`src/rtl/syslatch_seq.sv`:
```
// Bit-write sequencer for the system latch: walks a captured target value bit by
// bit and strobes nBITW1 once for each bit that differs from the mirrored latch.
module syslatch_seq #(
  parameter int unsigned SETUP_CYCLES  = 1,
  parameter int unsigned STROBE_CYCLES = 2,
  parameter int unsigned HOLD_CYCLES   = 1
) (
  input  logic       CLK_24M,
  input  logic       nRESET,
  input  logic       REQ,
  input  logic [7:0] TARGET,
  input  logic       FORCE,
  output logic       BUSY,
  output logic       ACK,
  output logic [4:1] M68K_ADDR,
  output logic       nBITW1,
  output logic [7:0] LATCH_MIRROR
);

  localparam logic [2:0] S_IDLE   = 3'd0;
  localparam logic [2:0] S_SCAN   = 3'd1;
  localparam logic [2:0] S_SETUP  = 3'd2;
  localparam logic [2:0] S_STROBE = 3'd3;
  localparam logic [2:0] S_HOLD   = 3'd4;
  localparam logic [2:0] S_DONE   = 3'd5;

  // Phase counters load N-1 and the phase ends on the cycle the count reads 0.
  localparam logic [3:0] SETUP_LD  = 4'(SETUP_CYCLES - 1);
  localparam logic [3:0] STROBE_LD = 4'(STROBE_CYCLES - 1);
  localparam logic [3:0] HOLD_LD   = 4'(HOLD_CYCLES - 1);

  logic [2:0] state_q, state_d;
  logic [3:0] cnt_q, cnt_d;
  logic [2:0] idx_q, idx_d;
  logic [7:0] tgt_q, tgt_d;
  logic       force_q, force_d;
  logic [7:0] mirror_q, mirror_d;
  logic [3:0] addr_q, addr_d;
  logic       nbitw1_q, nbitw1_d;
  logic       busy_q, busy_d;
  logic       ack_q, ack_d;

  always_comb begin
    state_d  = state_q;
    cnt_d    = cnt_q;
    idx_d    = idx_q;
    tgt_d    = tgt_q;
    force_d  = force_q;
    mirror_d = mirror_q;
    addr_d   = addr_q;
    unique case (state_q)
      S_IDLE: begin
        if (REQ) begin
          tgt_d   = TARGET;
          force_d = FORCE;
          idx_d   = 3'd0;
          state_d = S_SCAN;
        end
      end
      S_SCAN: begin
        if (force_q || (tgt_q[idx_q] != mirror_q[idx_q])) begin
          addr_d  = {tgt_q[idx_q], idx_q};
          cnt_d   = SETUP_LD;
          state_d = S_SETUP;
        end else if (idx_q == 3'd7) begin
          state_d = S_DONE;
        end else begin
          idx_d = idx_q + 3'd1;
        end
      end
      S_SETUP: begin
        if (cnt_q == 4'd0) begin
          cnt_d   = STROBE_LD;
          state_d = S_STROBE;
        end else begin
          cnt_d = cnt_q - 4'd1;
        end
      end
      S_STROBE: begin
        if (cnt_q == 4'd0) begin
          mirror_d[idx_q] = tgt_q[idx_q];
          cnt_d           = HOLD_LD;
          state_d         = S_HOLD;
        end else begin
          cnt_d = cnt_q - 4'd1;
        end
      end
      S_HOLD: begin
        if (cnt_q != 4'd0) begin
          cnt_d = cnt_q - 4'd1;
        end else if (idx_q == 3'd7) begin
          state_d = S_DONE;
        end else begin
          idx_d   = idx_q + 3'd1;
          state_d = S_SCAN;
        end
      end
      S_DONE:  state_d = S_IDLE;
      default: state_d = S_IDLE;
    endcase
    // Outputs are registered from the next state so they line up with it.
    nbitw1_d = (state_d != S_STROBE);
    busy_d   = (state_d != S_IDLE);
    ack_d    = (state_d == S_DONE);
  end

  always_ff @(posedge CLK_24M) begin
    if (!nRESET) begin
      state_q  <= S_IDLE;
      cnt_q    <= 4'd0;
      idx_q    <= 3'd0;
      tgt_q    <= 8'h00;
      force_q  <= 1'b0;
      mirror_q <= 8'h00;
      addr_q   <= 4'h0;
      nbitw1_q <= 1'b1;
      busy_q   <= 1'b0;
      ack_q    <= 1'b0;
    end else begin
      state_q  <= state_d;
      cnt_q    <= cnt_d;
      idx_q    <= idx_d;
      tgt_q    <= tgt_d;
      force_q  <= force_d;
      mirror_q <= mirror_d;
      addr_q   <= addr_d;
      nbitw1_q <= nbitw1_d;
      busy_q   <= busy_d;
      ack_q    <= ack_d;
    end
  end

  assign BUSY         = busy_q;
  assign ACK          = ack_q;
  assign M68K_ADDR    = addr_q;
  assign nBITW1       = nbitw1_q;
  assign LATCH_MIRROR = mirror_q;

endmodule

```
`config.mk`:
```
export PLATFORM = sky130hd
export DESIGN_NAME = syslatch_seq
export DESIGN_NICKNAME = d
export VERILOG_FILES = /design/src/rtl/syslatch_seq.sv
export SDC_FILE = /design/constraint.sdc
export NUM_CORES = 1
export LEC_CHECK = 0
export CORE_UTILIZATION = 41
export CTS_CLUSTER_DIAMETER = 100
export CTS_CLUSTER_SIZE = 25
export DETAILED_ROUTE_END_ITERATION = 10
export SYNTH_ARGS = -nofsm -noshare
export SYNTH_HDL_FRONTEND = slang
export SYNTH_SLANG_ARGS = --single-unit
```
`constraint.sdc`:
```
create_clock -name CLK_24M -period 4.2 [get_ports CLK_24M]
set_input_delay 1.26 -clock CLK_24M [delete_from_list [all_inputs] [get_ports CLK_24M]]
set_output_delay 1.26 -clock CLK_24M [all_outputs]
set_load 0.02 [all_outputs]
```
==> flow_summary.ini <==
[min_path]
min_path_type = reg2reg

[routing]
firstDrtPassIters = 4
detailroute.via_count = 1491
avgRoutedWirePerCell_um = 13.1
final_antenna_net_count = 0
drc_violation_count_after_routing = 0
iter_0_drt_violations = 69
via_per_inst = 5.36
totalWireLength_um = 3650

[place]
i_o_buffers = 26
dp.final_hpwl_um = 2700
finalWeightedCongestion = 0.829

[power_and_ir_drop]
p_clk_share_pct = 32.6
total_leakage_power_nw = 0.813
power_density_nw_per_um2 = 314
power.ir.vdd_worst_uv = 189
p_comb_share_pct = 16.5
share_seq_of_total_power_pct = 50.9
switching_share_pct = 27.3
internal_pwr_total_mw = 0.501
power.switching_mw = 0.188

[timing]
report.final.setup_viol = 0
max_freq_mhz = 361
rsz_0062_raised_after_global_routing = false
fin_tns_setup_ns = 0
min_period_over_period_pct = 66.0
fin_skew_ns = 0.00243
finalWorstPathRequiredPeriod_ns = 2.77
finalHoldViolCount = 0
slew_headroom_pct = 44.3
worstMarginPinSlew_ns = 0.833
slew_violations = 0

[clock_tree]
worst_setup_hold_path_clk_slew_ns = 0.07
postCtsSetupBuffers = 0
cts_made_buffers = 5
post_cts.resized_instances = 0
cts.sinks = 34
cts_hold_buf = 0
cts.htree.levels = 2
cts_root_buffer = sky130_fd_sc_hd__clkbuf_8
clock_insertion_delay_worst_skew_ns = 0.28
clock_tree_from_tritoncts = yes
cts.path.max_buffers = 2

[yosys]
synth_enable_flop_cells = 0
postSynthNetCount = 222
synth_largest_type_area_fraction_pct = 36.7
synth_top_cell_by_area = sky130_fd_sc_hd__dfxtp_1
synth_cell_type_count = 54
area_share_of_and_or_nand_nor_cells_after_synthesis_pct = 25.8
synth-main-ff-cell = sky130_fd_sc_hd__dfxtp_1
yosysWarnings = 0
synth_seq_cells = 34
asyncSetResetFlopFracSynth_pct = 0
syn_inst = 206
ys_seq_area_share_pct = 36.7
synth.cell_area_um2 = 1860
synth_top_family_by_area = simple AND/OR/NAND/NOR gates
synth-compound-area-share_pct = 17.3
synth_xor_xnor_area_share_pct = 0.944
synthesis.area_per_instance_um2 = 9.01
cells_taking_the_most_area_after_synthesis = sky130_fd_sc_hd__dfxtp_1 (37%), sky130_fd_sc_hd__nand2_1 (7.3%), sky130_fd_sc_hd__mux2i_1 (6.5%), sky130_fd_sc_hd__a21boi_1 (3.6%), sky130_fd_sc_hd__nor2b_1 (3.0%)
post_synth_mux_area_share_pct = 11.5
post_synth_fa_ha_maj_area_fraction_pct = 2.70

[die]
io_pins = 27
chipHeight_um = 69.3
std_cell_rows = 24
start_util_pct = 42.6
fp.dieArea_um2 = 4800
core_region_area_um2 = 4350
dieWidth_um = 69.3

[cells_and_area]
nNetsFinal = 242
layout.area.seq_um2 = 681
combined_area_of_the_multi_input_logic_cells_um2 = 1080
area.growth.synth_to_final_pct = 18.1
mostFrequentLayoutCells = sky130_fd_sc_hd__nand2_1 (36), sky130_fd_sc_hd__dfxtp_1 (34), sky130_fd_sc_hd__clkdlybuf4s50_1 (26), sky130_fd_sc_hd__mux2i_1 (12)
layout-drive-gt1-share_pct = 9.29
n_fill_cell = 419
most_common_cell_after_layout_fill_and_taps_aside = sky130_fd_sc_hd__nand2_1
number_of_inserted_diodes = 0
finish.utilization_pct = 50.3

[worst_setup_path]
setup.worst_path.end_class = flop
worst-path-max-fanout = 17
cp-start-kind = flop
crit_path_cell_trace = mux4_2 > mux2_4 > and3_4 > o31ai_4 > o2111ai_2 > mux2i_1
timing.critical_path.required_ns = 4.36
worst_path_max_delay_cell = sky130_fd_sc_hd__dfxtp_1
slowest_delay_ns = 0.67
worstPathArrival_ns = 2.94
criticalPathCategory = reg2reg

[global_routing]
grt_max_degree = 27
grt.overflow.total = 0
wire_length_of_the_first_global_routing_pass_um = 6280
overall_fraction_of_global_route_tracks_in_use_pct = 16.3
initial_antenna_violation_count = 0
vias_in_the_first_global_route = 1466

[run_status]
run_status = completed

[job]
max_cap_violations = 0
## cells in the mapped netlist, types with 3 or more instances
| cell type | number |
|---|---|
| sky130_fd_sc_hd__mux2i_1 | 12 |
| sky130_fd_sc_hd__and3_1 | 3 |
| sky130_fd_sc_hd__dfxtp_1 | 34 |
| sky130_fd_sc_hd__nor3_1 | 3 |
| sky130_fd_sc_hd__inv_1 | 4 |
| sky130_fd_sc_hd__nand3b_1 | 3 |
| sky130_fd_sc_hd__clkbuf_1 | 8 |
| sky130_fd_sc_hd__ha_1 | 4 |
| sky130_fd_sc_hd__nor3b_1 | 4 |
| sky130_fd_sc_hd__nand2_1 | 36 |
| sky130_fd_sc_hd__nor2b_1 | 9 |
| sky130_fd_sc_hd__o21ai_0 | 4 |
| sky130_fd_sc_hd__nand2b_1 | 3 |
| sky130_fd_sc_hd__nand3_1 | 5 |
| sky130_fd_sc_hd__o21ai_1 | 9 |
| sky130_fd_sc_hd__a21boi_1 | 9 |
| sky130_fd_sc_hd__nor2_1 | 9 |
## stage by stage
stage	worst slack, ns	total power, mW	cell area [µm²]	hold slack, ns	instances
3_5_place_dp	1.26	0.472	2110	0.450	271
4_1_cts	1.40	0.697	2190	0.460	278
2_1_floorplan	2.10	0.446	1860	0.432	206
6_report	1.43	0.689	2190	0.455	278
5_1_grt	1.23	0.723	2190	0.490	278
3_3_place_gp	1.33	0.471	2110	0.445	271
## sequential cells by signal, indices dropped and copies added, names as in the netlist
register,flops
state_q,3
ACK,1
BUSY,1
cnt_q,4
force_q,1
LATCH_MIRROR,8
tgt_q,8
nBITW1,1
M68K_ADDR,4
idx_q,3
## power by group through the flow
stage / Clock [mW] / Sequential [mW] / Combinational (mW)
floorplan: 0 / 0.349 / 0.0973
global placement: 0 / 0.358 / 0.113
detailed placement: 0 / 0.358 / 0.114
CTS: 0.232 / 0.351 / 0.114
global route: 0.243 / 0.353 / 0.126
finish: 0.225 / 0.351 / 0.114
## worst max-delay path: cells and delay by family (launching register included)
kind,cells,cell delay [ns]
DFF,1,0.67
AOI/OAI and AO/OA,2,0.71
muxes,3,1.09
and+or+nand+nor,1,0.19
## kinds of logic (layout without fill, tap and decap cells)
kind of cell | Yosys count | after routing
compound gates | 42 | 42
xor+xnor | 2 | 2
simple gates | 87 | 87
flops | 34 | 34
fa+ha+maj | 4 | 4
buf+inv | 19 | 39
mux | 18 | 18
## metal layers
metal / track usage, % / part of all wire (%) / vias up
met3: 4.36 / 3.7 / 5
met4: 8.39 / 1.8 / 0
li1: - / - / 763
met5: 0 / 0 / -
met1: 18.9 / 46 / 687
met2: 27.5 / 49 / 36
## cell type report
class | instances | area share (%)
Multi-Input combinational cell | 153 | 49.3
Sequential cell | 34 | 31.1
Timing Repair Buffer | 27 | 12.2
Clock buffer | 5 | 3.14
Tap cell | 52 | 2.97
Inverter | 5 | 0.856
Clock inverter | 2 | 0.457
## path summary, 6_finish.rpt
| path | endpoint | startpoint | depth (start not counted) | slack (ns) |
|---|---|---|---|---|
| worst max-delay path | idx_q[2]$_SDFFE_PN0P_ | idx_q[0]$_SDFFE_PN0P_ | 6 | 1.43 |
| worst min register to register | tgt_q[4]$_SDFFE_PN0P_ | tgt_q[4]$_SDFFE_PN0P_ | 2 | 0.45 |
| worst min-delay path | tgt_q[4]$_SDFFE_PN0P_ | tgt_q[4]$_SDFFE_PN0P_ | 2 | 0.45 |
| worst max register to register | idx_q[2]$_SDFFE_PN0P_ | idx_q[0]$_SDFFE_PN0P_ | 6 | 1.43 |
Note: power is estimated with default switching activity, not from simulation.
